===== src/rtl/rom_load_demux_if.sv =====
// ioctl download port towards the framework plus the ROM write bus and load status.
// The demux is the slave end; the framework/testbench drives the master end.
interface rom_load_demux_if;
   logic        ioctl_download;
   logic        ioctl_wr;
   logic [26:0] ioctl_addr;
   logic [15:0] ioctl_dout;
   logic        ioctl_wait;
   logic [3:0]  rom_we;
   logic [15:0] rom_addr;
   logic [7:0]  rom_data;
   logic        loaded;
   logic        done;
   logic [7:0]  checksum;
   logic        overrun;
   logic        oversize;

   modport master (
      output ioctl_download, ioctl_wr, ioctl_addr, ioctl_dout,
      input  ioctl_wait, rom_we, rom_addr, rom_data,
      input  loaded, done, checksum, overrun, oversize
   );

   modport slave (
      input  ioctl_download, ioctl_wr, ioctl_addr, ioctl_dout,
      output ioctl_wait, rom_we, rom_addr, rom_data,
      output loaded, done, checksum, overrun, oversize
   );
endinterface


===== src/rtl/rom_load_demux.sv =====
// Splits 16-bit ioctl download words into two byte writes, routes each byte to one
// of four ROM regions with a region-relative address, and tracks load status.
module rom_load_demux #(
   parameter logic [23:0] R1_BASE = 24'h00E000,
   parameter logic [23:0] R2_BASE = 24'h012000,
   parameter logic [23:0] R3_BASE = 24'h01A000,
   parameter logic [23:0] ROM_END = 24'h01A120
) (
   input logic             clk_sys,
   input logic             reset_n,
   rom_load_demux_if.slave bus
);

   localparam logic [1:0] IDLE = 2'd0;
   localparam logic [1:0] LO   = 2'd1;
   localparam logic [1:0] HI   = 2'd2;
   localparam logic [1:0] FIN  = 2'd3;

   logic [1:0]  state_q, state_d;
   logic [26:0] addr_q, addr_d;
   logic [15:0] word_q, word_d;
   logic        dlPrev_q;
   logic        finPending_q, finPending_d;
   logic        wait_q, wait_d;
   logic [3:0]  romWe_q, romWe_d;
   logic [15:0] romAddr_q, romAddr_d;
   logic [7:0]  romData_q, romData_d;
   logic        loaded_q, loaded_d;
   logic        done_q, done_d;
   logic [7:0]  checksum_q, checksum_d;
   logic        overrun_q, overrun_d;
   logic        oversize_q, oversize_d;

   logic        dlRise, dlFall, accept, clearFlags;
   logic        emitValid, inRange, writeHit;
   logic [26:0] emitAddr;
   logic [7:0]  emitByte;
   logic [3:0]  regionOh;
   logic [15:0] regionBase;

   assign dlRise     = bus.ioctl_download & ~dlPrev_q;
   assign dlFall     = ~bus.ioctl_download & dlPrev_q;
   assign accept     = (state_q == IDLE) & bus.ioctl_download & bus.ioctl_wr;
   assign clearFlags = (state_q == IDLE) & dlRise;

   // The low byte is decoded straight off the bus in the strobe cycle so that it is
   // already on the ROM port during LO; the high byte comes from the latched word.
   always_comb begin
      emitValid  = accept | (state_q == LO);
      emitAddr   = (state_q == LO) ? addr_q + 27'd1 : bus.ioctl_addr;
      emitByte   = (state_q == LO) ? word_q[15:8] : bus.ioctl_dout[7:0];
      inRange    = 1'b1;
      regionOh   = 4'b0000;
      regionBase = 16'h0000;
      if (emitAddr < {3'b000, R1_BASE}) begin
         regionOh = 4'b0001;
      end else if (emitAddr < {3'b000, R2_BASE}) begin
         regionOh   = 4'b0010;
         regionBase = R1_BASE[15:0];
      end else if (emitAddr < {3'b000, R3_BASE}) begin
         regionOh   = 4'b0100;
         regionBase = R2_BASE[15:0];
      end else if (emitAddr < {3'b000, ROM_END}) begin
         regionOh   = 4'b1000;
         regionBase = R3_BASE[15:0];
      end else begin
         inRange = 1'b0;
      end
      writeHit = emitValid & inRange;
   end

   always_comb begin
      state_d      = state_q;
      addr_d       = addr_q;
      word_d       = word_q;
      finPending_d = finPending_q;
      case (state_q)
         IDLE: begin
            if (dlFall) begin
               state_d = FIN;
            end else if (accept) begin
               state_d = LO;
               addr_d  = bus.ioctl_addr;
               word_d  = bus.ioctl_dout;
            end
         end
         LO: begin
            state_d = HI;
            if (dlFall) finPending_d = 1'b1;
         end
         HI: begin
            state_d      = (finPending_q | dlFall) ? FIN : IDLE;
            finPending_d = 1'b0;
         end
         default: state_d = IDLE;
      endcase
   end

   // Region-relative address only needs the low 16 bits, so the subtraction is
   // done modulo 2^16; the region sizes all fit.
   always_comb begin
      romWe_d    = writeHit ? regionOh : 4'b0000;
      romAddr_d  = writeHit ? (emitAddr[15:0] - regionBase) : romAddr_q;
      romData_d  = writeHit ? emitByte : romData_q;
      checksum_d = (clearFlags ? 8'h00 : checksum_q) + (writeHit ? emitByte : 8'h00);
      oversize_d = (clearFlags ? 1'b0 : oversize_q) | (emitValid & ~inRange);
      overrun_d  = (clearFlags ? 1'b0 : overrun_q)
                   | ((state_q != IDLE) & bus.ioctl_download & bus.ioctl_wr);
      loaded_d   = (clearFlags ? 1'b0 : loaded_q) | (state_d == FIN);
      done_d     = (state_d == FIN);
      wait_d     = (state_d == LO) | (state_d == HI);
   end

   always_ff @(posedge clk_sys or negedge reset_n) begin
      if (!reset_n) begin
         state_q      <= IDLE;
         addr_q       <= '0;
         word_q       <= '0;
         dlPrev_q     <= 1'b0;
         finPending_q <= 1'b0;
         wait_q       <= 1'b0;
         romWe_q      <= '0;
         romAddr_q    <= '0;
         romData_q    <= '0;
         loaded_q     <= 1'b0;
         done_q       <= 1'b0;
         checksum_q   <= '0;
         overrun_q    <= 1'b0;
         oversize_q   <= 1'b0;
      end else begin
         state_q      <= state_d;
         addr_q       <= addr_d;
         word_q       <= word_d;
         dlPrev_q     <= bus.ioctl_download;
         finPending_q <= finPending_d;
         wait_q       <= wait_d;
         romWe_q      <= romWe_d;
         romAddr_q    <= romAddr_d;
         romData_q    <= romData_d;
         loaded_q     <= loaded_d;
         done_q       <= done_d;
         checksum_q   <= checksum_d;
         overrun_q    <= overrun_d;
         oversize_q   <= oversize_d;
      end
   end

   assign bus.ioctl_wait = wait_q;
   assign bus.rom_we     = romWe_q;
   assign bus.rom_addr   = romAddr_q;
   assign bus.rom_data   = romData_q;
   assign bus.loaded     = loaded_q;
   assign bus.done       = done_q;
   assign bus.checksum   = checksum_q;
   assign bus.overrun    = overrun_q;
   assign bus.oversize   = oversize_q;

endmodule

===== src/flat_wrapper.sv =====
// flat-port wrapper written by rule: the top's interface ports become plain ports
module rom_load_demux_flat 
#(
   parameter logic [23:0] R1_BASE = 24'h00E000,
   parameter logic [23:0] R2_BASE = 24'h012000,
   parameter logic [23:0] R3_BASE = 24'h01A000,
   parameter logic [23:0] ROM_END = 24'h01A120
)
  (clk_sys, reset_n, bus_ioctl_download, bus_ioctl_wr, bus_ioctl_addr, bus_ioctl_dout, bus_ioctl_wait, bus_rom_we, bus_rom_addr, bus_rom_data, bus_loaded, bus_done, bus_checksum, bus_overrun, bus_oversize);
  rom_load_demux_if bus_i ();
  input logic clk_sys;
  input logic reset_n;
  input wire logic [$bits(bus_i.ioctl_download)-1:0] bus_ioctl_download;
  input wire logic [$bits(bus_i.ioctl_wr)-1:0] bus_ioctl_wr;
  input wire logic [$bits(bus_i.ioctl_addr)-1:0] bus_ioctl_addr;
  input wire logic [$bits(bus_i.ioctl_dout)-1:0] bus_ioctl_dout;
  output wire logic [$bits(bus_i.ioctl_wait)-1:0] bus_ioctl_wait;
  output wire logic [$bits(bus_i.rom_we)-1:0] bus_rom_we;
  output wire logic [$bits(bus_i.rom_addr)-1:0] bus_rom_addr;
  output wire logic [$bits(bus_i.rom_data)-1:0] bus_rom_data;
  output wire logic [$bits(bus_i.loaded)-1:0] bus_loaded;
  output wire logic [$bits(bus_i.done)-1:0] bus_done;
  output wire logic [$bits(bus_i.checksum)-1:0] bus_checksum;
  output wire logic [$bits(bus_i.overrun)-1:0] bus_overrun;
  output wire logic [$bits(bus_i.oversize)-1:0] bus_oversize;
  assign bus_i.ioctl_download = bus_ioctl_download;
  assign bus_i.ioctl_wr = bus_ioctl_wr;
  assign bus_i.ioctl_addr = bus_ioctl_addr;
  assign bus_i.ioctl_dout = bus_ioctl_dout;
  assign bus_ioctl_wait = bus_i.ioctl_wait;
  assign bus_rom_we = bus_i.rom_we;
  assign bus_rom_addr = bus_i.rom_addr;
  assign bus_rom_data = bus_i.rom_data;
  assign bus_loaded = bus_i.loaded;
  assign bus_done = bus_i.done;
  assign bus_checksum = bus_i.checksum;
  assign bus_overrun = bus_i.overrun;
  assign bus_oversize = bus_i.oversize;
  rom_load_demux #(.R1_BASE(R1_BASE), .R2_BASE(R2_BASE), .R3_BASE(R3_BASE), .ROM_END(ROM_END)) u_core (.clk_sys(clk_sys), .reset_n(reset_n), .bus(bus_i));
endmodule

===== config.mk =====
export PLATFORM = sky130hd
export DESIGN_NAME = rom_load_demux_flat
export DESIGN_NICKNAME = d
export VERILOG_FILES = /design/src/rtl/rom_load_demux_if.sv /design/src/rtl/rom_load_demux.sv /design/src/flat_wrapper.sv
export SDC_FILE = /design/constraint.sdc
export NUM_CORES = 1
export LEC_CHECK = 0
export ABC_CLOCK_PERIOD_IN_PS = 4800
export CORE_MARGIN = 3
export CORE_UTILIZATION = 50
export CTS_CLUSTER_DIAMETER = 50
export CTS_CLUSTER_SIZE = 12
export DETAILED_ROUTE_END_ITERATION = 10
export PLACE_DENSITY = 0.75
export SLEW_MARGIN = 10
export SYNTH_ARGS = -nofsm -noshare
export SYNTH_HDL_FRONTEND = slang
export SYNTH_SLANG_ARGS = --single-unit

===== constraint.sdc =====
create_clock -name clk_sys -period 4.8 [get_ports clk_sys]
set_input_delay 1.44 -clock clk_sys [delete_from_list [all_inputs] [get_ports clk_sys]]
set_output_delay 1.44 -clock clk_sys [all_outputs]
set_load 0.02 [all_outputs]

After elaboration in Yosys (flattened, before gate mapping) --
Cells that the tools add are included.
Operators by class: $add $sub $neg 3, order comparisons 4, equality and inequality tests 6, multiplexer cells 26, bitwise logic cells 19, reductions and logical operators 5
Operators with widths (number):
- $lt 27x17->1 const B | 3
- $mux 16 | 4
- $add 27x1->27 const B | 1
- $lt 27x16->1 const B | 1
- $mux 27 | 1
- $mux 8 | 3
- $mux 4 | 5
- $sub 16x16->16 | 1
- $and 1x1->1 | 9
- $add 8x8->8 | 1
- $mux 1 | 8
- $eq 2x2->1 const B | 3
- $mux 2 | 3
- $or 1x1->1 | 6
- $pmux 2 s3 | 1
- $eq 2x1->1 const B | 2
- $not 1->1 | 4
- $reduce_bool 2->1 | 2
- $reduce_and 3->1 | 1
- $logic_not 2->1 | 1
- $ne 2x1->1 const B | 1
- $pmux 1 s2 | 1
- $reduce_and 2->1 | 1
Storage, ports and cells: register bits after elaboration 88, bits of input ports 47, output and inout bits 41, word-level logic and storage cells 77

Longest topological paths before layout --
Gate-level depths: netlist of run 1.
word-level depth 10, gate-level depth with buffers 19, mapped depth without buffers 18

Least setup slack after synthesis of run 1 --
Ideal clock, no wire load.
kind input to register, start input port bus_ioctl_addr[9], end register u_core.checksum_q[7], in the netlist u_core.bus.checksum[7], setup time 125 ps, arrival time 4299 ps, data required time 4675 ps, setup slack 377 ps, stages on the path 16, buffers on the path 1, cells stage by stage or3_1 o31ai_1 a21oi_1 or4_4 nand4b_1 nand4_1 clkbuf_1 nor2_1 ha_1 a21o_1 a21oi_1 o21bai_1 a21oi_1 o21ai_0 xor2_1 xnor2_1
Between the ends: word-level cells in the longest chain between the ends 9, elaborated cells on any way between the ends 12, classes of those cells add/sub (1); order compare (4); mux (6); bitwise (1)
Ends and longest elaborated chain:
- start: declaration | RTL line flat_wrapper.sv:15 | input wire logic [$bits(bus_i.ioctl_addr)-1:0] bus_ioctl_addr;
- $mux 27 (*) | RTL line rom_load_demux.sv:50 | emitAddr = (state_q == LO) ? addr_q + 27'd1 : bus.ioctl_addr;
- $lt 27x17->1 | RTL line rom_load_demux.sv:63 | end else if (emitAddr < {3'b000, ROM_END}) begin
- $mux 1 | RTL line rom_load_demux.sv:63
- $mux 1 | RTL line rom_load_demux.sv:60 | end else if (emitAddr < {3'b000, R3_BASE}) begin
- $mux 1 | RTL line rom_load_demux.sv:57 | end else if (emitAddr < {3'b000, R2_BASE}) begin
- $mux 1 (*) | RTL line rom_load_demux.sv:55 | if (emitAddr < {3'b000, R1_BASE}) begin
- $and 1x1->1 (*) | RTL line rom_load_demux.sv:69 | writeHit = emitValid & inRange;
- $mux 8 (*) | RTL line rom_load_demux.sv:105 | checksum_d = (clearFlags ? 8'h00 : checksum_q) + (writeHit ? emitByte : 8'h00);
- $add 8x8->8 (*) | RTL line rom_load_demux.sv:105
- named net u_core.checksum_d[7] | RTL line rom_load_demux.sv:30 | logic [7:0] checksum_q, checksum_d;
- end signal: assignment | RTL line rom_load_demux.sv:142 | checksum_q <= checksum_d;
- end: declaration | RTL line rom_load_demux.sv:30
The timed path passes the listed nets; every way through them passes the cells marked *. A chain may end at the register's enable or synchronous reset.

Worst setup path after layout of run 1 --
Same ends and word-level chain as after synthesis.

==> results of run 1 <==
cells by family (layout without fill, tap and decap cells):
logic type / Yosys count / after routing / synth area share, %
AND/OR/NAND/NOR: 147 / 147 / 18.0
XOR/XNOR: 22 / 22 / 4.49
multiplexers: 46 / 46 / 11.7
flip-flops: 80 / 80 / 46.6
adder cells (fa/ha/maj): 12 / 12 / 3.85
buffers and inverters: 25 / 118 / 2.71
AO/OA/AOI/OAI: 88 / 88 / 12.7
cell usage in the layout (no fill, tap or decap), types with 12 or more instances in the layout:
cell	synthesis	layout
mux2i_1	13	13
clkdlybuf4s50_1	0	86
a21oi_1	24	24
o21ai_0	13	13
dfrtp_1	80	80
o21ai_1	18	18
nor2_1	30	30
mux2_2	32	32
xnor2_1	12	12
nand2_1	41	41
critical path: stages:
cell and delay, ns:
clkdlybuf4s50_1 0.43, or3_1 0.38, o31ai_1 0.08, a21oi_1 0.07, or4_4 0.50, nand4b_1 0.13, nand4_1 0.11, buf_4 0.21
nor2_1 0.11, ha_1 0.27, a21oi_1 0.24, o21bai_1 0.10, a21oi_1 0.18, o21ai_0 0.13, xor2_1 0.16, xnor2_1 0.14
report_power, final:
group | total (W) | internal (W) | switching, W | leakage, nW
registers | 0.00110 | 0.000865 | 0.000230 | 1.03
logic | 0.000844 | 0.000413 | 0.000431 | 1.17
clock network | 0.000500 | 0.000242 | 0.000257 | 0.0929
worst paths after layout:
path,cells past startpoint,startpoint,slack [ns],endpoint
setup / recovery,16,bus_ioctl_addr[9],0.36,u_core.bus.checksum[7]
hold reg to reg,2,u_core.bus.rom_addr[5],0.49,u_core.bus.rom_addr[5]
hold / removal,2,u_core.bus.rom_addr[5],0.49,u_core.bus.rom_addr[5]
setup reg to reg,18,u_core.addr_q[0],0.52,u_core.bus.checksum[6]
max in group asynchronous,1,reset_n,2.90,u_core.bus.rom_addr[8]
min in group asynchronous,1,reset_n,1.22,u_core.addr_q[24]
sequential cells by signal (all words and copies together) (netlist names):
| signal | flops |
|---|---|
| u_core.bus.rom_data | 8 |
| u_core.dlPrev_q | 1 |
| u_core.word_q | 8 |
| u_core.bus.ioctl_wait | 1 |
| u_core.bus.rom_addr | 16 |
| u_core.finPending_q | 1 |
| u_core.addr_q | 27 |
| u_core.bus.overrun | 1 |
| u_core.bus.done | 1 |
| u_core.bus.oversize | 1 |
| u_core.bus.rom_we | 4 |
| u_core.bus.loaded | 1 |
| u_core.bus.checksum | 8 |
| u_core.state_q | 2 |
metrics by stage:
stage / utilization (%) / instance area (µm²) / power (W) / hold slack (ns) / instances
2_1_floorplan: - / 4300 / 0.00166 / 0.475 / 420
3_3_place_gp: 63.5 / 5270 / 0.00192 / 0.469 / 602
3_5_place_dp: 63.5 / 5270 / 0.00194 / 0.476 / 602
4_1_cts: 65.8 / 5460 / 0.00245 / 0.495 / 618
5_1_grt: 65.8 / 5460 / 0.00261 / 0.523 / 618
6_report: 65.8 / 5460 / 0.00244 / 0.487 / 618
cell type report:
class	count	area (µm²)
fillers	665	2840
multi-input cells	315	2180
flip-flops and latches	80	2000
repair buffers	96	936
well taps	105	131
clock buffers	10	128
clock inverters	6	67.6
inverters	6	22.5
routing by layer:
| metal | track usage (%) | wire length, µm | vias up |
|---|---|---|---|
| met5 | 0 | 0 | - |
| met4 | 6.09 | 169 | 0 |
| met3 | 5.80 | 586 | 12 |
| met2 | 34.9 | 4790 | 93 |
| met1 | 28.9 | 4520 | 1682 |
| li1 | - | - | 1694 |
==> impl_results.md, run 1 <==
- Status: completed
- Max Clock Skew: 0.00984 ns
- Die width: 98.7 µm
- Global-route usage over all layers: 21.6%
- Detailed placement HPWL: 7.24 mm
- Post-Syn Area: 4300 µm²
- Ys async rst share: 100%
- Final Critical Period: 4.44 ns
- Final setup viols: 0
- Top_reg_cell synth: dfrtp_1
- Detailed-route via count: 3481
- Post-Syn Nets: 479
- H-tree depth: 3
- Chip Height: 98.7 µm
- Top cells by area, synth: dfrtp_1, mux2_2, nand2_1
- Routed len/inst: 16.3 µm
- Top-area cell type share of the netlist area: 46.6%
- Clk sinks: 80
- # Max-Cap Violations: 0
- First-pass GRT wire length: 17.0 mm
- Final WL: 10.1 mm
- Worst ir drop on vdd: 275 µV
- Routability cong.: 0.859
- Post-Synthesis Cells: 420
- #FFs+latches synth: 80
- NumNets Final: 567
- Cell variety after synth: 56
- Antenna Nets Post-Route: 0
- Initial DRC count: 215
- Hold Path Class: reg2reg
- Clock Latency Late Sink: 0.36 ns
- CP arrival: 4.68 ns
- Share of cells above drive strength 1: 12.7%
- Synth warn: 0
- DRC errors left: 0
- Largest net degree at the start of global routing: 81
- Count leader, synth: dfrtp_1
- Setup crit end kind: flip-flop
- Avg Cell Area, Syn: 10.2 µm²
- Setup Crit Path Kind: in2reg
- Slew Limit Fails: 0
- Initial antenna violation count: 0
- CTS tree: done
- Setup Fix Bufs, Post-CTS: 0
- Setup TNS: 0 ns
- Fin crit share: 92.5%
- Sequential share of the synthesized area: 46.6%
- Num CTS Buffers: 9
- Crit path max fanout: 10
- Number of gates resized after cts: 0
- Dominant cell type by area after synthesis: dfrtp_1
- Max-slew headroom: 33.3%
- DR vias/cell: 5.63
- Num ports: 88
- Deepest clock path buffer count: 2
- Worst EP required: 5.04 ns
- RSZ-0062 raised after global routing: false
- Cell row count: 33
- Slew @ Worst Pin: 1.00 ns
- Initial DRT Pass Iterations: 4
- Setup WS post-layout: 0.362 ns
- Max Clk Rate: 225 MHz
- Most frequent cells after synthesis: dfrtp_1, nand2_1, mux2_2
- EDFF count, synth: 0
- Leak: 2.29 nW
- Syn-to-layout area delta: 27.2%
- Diodes inserted: 0
- Final hold violations: 0
- Congestion Overflow GR: 0
- Core Area: 8300 µm²
- Vias in the first global route: 3533
- CP startpoint kind: input port
- Root Buffer Master: clkbuf_8
- Dpl ws: 0.0118 ns
- I/O Buffers: 87
- Initial Utilization: 51.8%
- CTS Hold Bufs: 0
- Clk slew on worst S/H paths: 0.08 ns
- Pwr/cell area: 446 nW/µm²
- Die ar.: 9740 µm²
No activity file was read; power rests on OpenSTA's default activity.
==> inputs of run 2 (changes only) <==
--- a/config.mk
+++ b/config.mk
@@ -5,7 +5,7 @@
 export SDC_FILE = /design/constraint.sdc
 export NUM_CORES = 1
 export LEC_CHECK = 0
-export ABC_CLOCK_PERIOD_IN_PS = 4800
+export ABC_CLOCK_PERIOD_IN_PS = 5400
 export CORE_MARGIN = 3
 export CORE_UTILIZATION = 50
 export CTS_CLUSTER_DIAMETER = 50
==> constraint.sdc (replaced) <==
create_clock -name clk_sys -period 5.4 [get_ports clk_sys]
set_input_delay 1.62 -clock clk_sys [delete_from_list [all_inputs] [get_ports clk_sys]]
set_output_delay 1.62 -clock clk_sys [all_outputs]
set_load 0.02 [all_outputs]
==> impl_results.md, run 2 (synthesis results as in run 1) <==
- Diodes inserted: 0
- CTS tree: done
- Initial Utilization: 51.8%
- Largest net degree at the start of global routing: 81
- Most frequent cells in the layout: clkdlybuf4s50_1, dfrtp_1, nand2_1, mux2_2, nor2_1
- Area of the multi-input gates: 2180 µm²
- Detailed-route via count: 3477
- Setup Crit Path Kind: in2reg
- Clk sinks: 80
- CP Cell Sequence: clkdlybuf4s50_1 -> or3_1 -> o31ai_1 -> a21oi_1 -> or4_4 -> nand4b_1 -> nand4_1 -> nor2_1 -> ha_1 -> a21o_1 -> a21oi_1 -> o21bai_1 -> a21oi_1 -> o21ai_0 -> xor2_1 -> xnor2_1
- CP arrival: 4.97 ns
- Max stage delay on crit path: 0.51 ns
- Max-slew headroom: 33.5%
- Crit-path leading delay family: simple AND/OR/NAND/NOR gates
- Antenna Nets Post-Route: 0
- RSZ-0062 raised after global routing: false
- I/O Buffers: 87
- Deepest clock path buffer count: 2
- Fin crit share: 87.7%
- Number of gates resized after cts: 0
- Chip Height: 98.7 µm
- Core Area: 8300 µm²
- Initial DRT Pass Iterations: 4
- Slew @ Worst Pin: 0.997 ns
- Seq. cell area: 2000 µm²
- Num CTS Buffers: 9
- Setup Fix Bufs, Post-CTS: 0
- Global-route usage over all layers: 21.7%
- Setup TNS: 0 ns
- Syn-to-layout area delta: 26.6%
- DR vias/cell: 5.66
- Cell row count: 33
- Max reg flops: 27
- Pwr/cell area: 396 nW/µm²
- Congestion Overflow GR: 0
- Initial DRC count: 158
- Share of cells above drive strength 1: 12.2%
- Clock Latency Late Sink: 0.35 ns
- Commonest non-fill, non-tap cell in the layout: clkdlybuf4s50_1
- Routability cong.: 0.872
- Most used cell along the critical path: a21oi_1
- FILL cells: 664
- CP startpoint kind: input port
- NumNets Final: 565
- Initial antenna violation count: 0
- Final Critical Period: 4.74 ns
- Setup crit end kind: flip-flop
- Routed len/inst: 16.6 µm
- Max Clock Skew: 0.00768 ns
- Status: completed
- Worst EP required: 5.64 ns
- # Max-Cap Violations: 0
- Num ports: 88
- H-tree depth: 3
- Slowest CP cell: or4_4
- Reg with most FFs: u_core.addr_q
- Max Clk Rate: 211 MHz
- Worst Path Buf+Inv: 1
- Slew Limit Fails: 0
- First-pass GRT wire length: 17.1 mm
- Final setup viols: 0
- Vias in the first global route: 3532
- Clk slew on worst S/H paths: 0.08 ns
- Finished Core Util: 65.5%
- Final WL: 10.2 mm
- Crit path max fanout: 3
- Detailed placement HPWL: 7.26 mm
- DRC errors left: 0
- Die width: 98.7 µm
- CTS Hold Bufs: 0
- Die ar.: 9740 µm²
- Leak: 2.27 nW
- Final hold violations: 0
- Root Buffer Master: clkbuf_8
- Worst ir drop on vdd: 267 µV
- Hold Path Class: reg2reg
## run 2: final cells by class
| type | count | area share (%) |
|---|---|---|
| flip-flops and latches | 80 | 36.8 |
| multi-input cells | 315 | 40.0 |
| repair buffers | 94 | 16.9 |
| well taps | 105 | 2.42 |
| clock inverters | 5 | 1.08 |
| inverters | 6 | 0.414 |
| clock buffers | 9 | 2.28 |
## run 2: metrics by stage
stage                     hold slack (ns)  std cells  total power, W  cell area (µm²)  setup slack (ns)
after global placement              0.463        600         0.00171             5250             0.378
after floorplan                     0.475        420         0.00148             4300             0.797
after CTS                           0.493        614         0.00217             5440             0.668
after detailed placement            0.471        600         0.00173             5250             0.289
after global routing                0.511        614         0.00230             5440             0.427
final                               0.487        614         0.00216             5440             0.665
## run 2: path summary, 6_finish.rpt
check                                  startpoint                      to  slack [ns]  cells past startpoint
worst max-delay path            bus_ioctl_addr[9]  u_core.bus.checksum[7]        0.66                     16
worst min register to register  u_core.bus.loaded       u_core.bus.loaded        0.49                      1
worst max register to register   u_core.addr_q[0]  u_core.bus.checksum[6]        1.06                     18
max in group asynchronous                 reset_n      u_core.bus.overrun        3.33                      1
worst min-delay path            u_core.bus.loaded       u_core.bus.loaded        0.49                      1
min in group asynchronous                 reset_n       u_core.addr_q[21]        1.44                      1
## run 2: layer usage
layer	routed length, µm	GRT usage (%)
met1	4660	30.2
met2	4760	34.3
met3	532	4.03
met4	207	7.46
met5	0	0
## run 2: power by group
part / switching [W] / internal [W]
registers: 0.000201 / 0.000769
clock network: 0.000218 / 0.000209
logic: 0.000387 / 0.000371
## run 2: worst register-to-register path, stage by stage (launching register included)
cell and delay [ns]:
dfrtp_1 0.42, ha_1 0.29, nand3_1 0.33, nor4_1 0.39, xnor2_1 0.09, o21ai_0 0.27, inv_1 0.19, a21oi_1 0.23
nand4b_1 0.14, nand4_1 0.11, buf_4 0.19, nor2_1 0.07, ha_1 0.23, fa_1 0.42, a21o_1 0.20, a21oi_1 0.24
o21bai_1 0.10, a21oi_1 0.18, xnor2_1 0.16
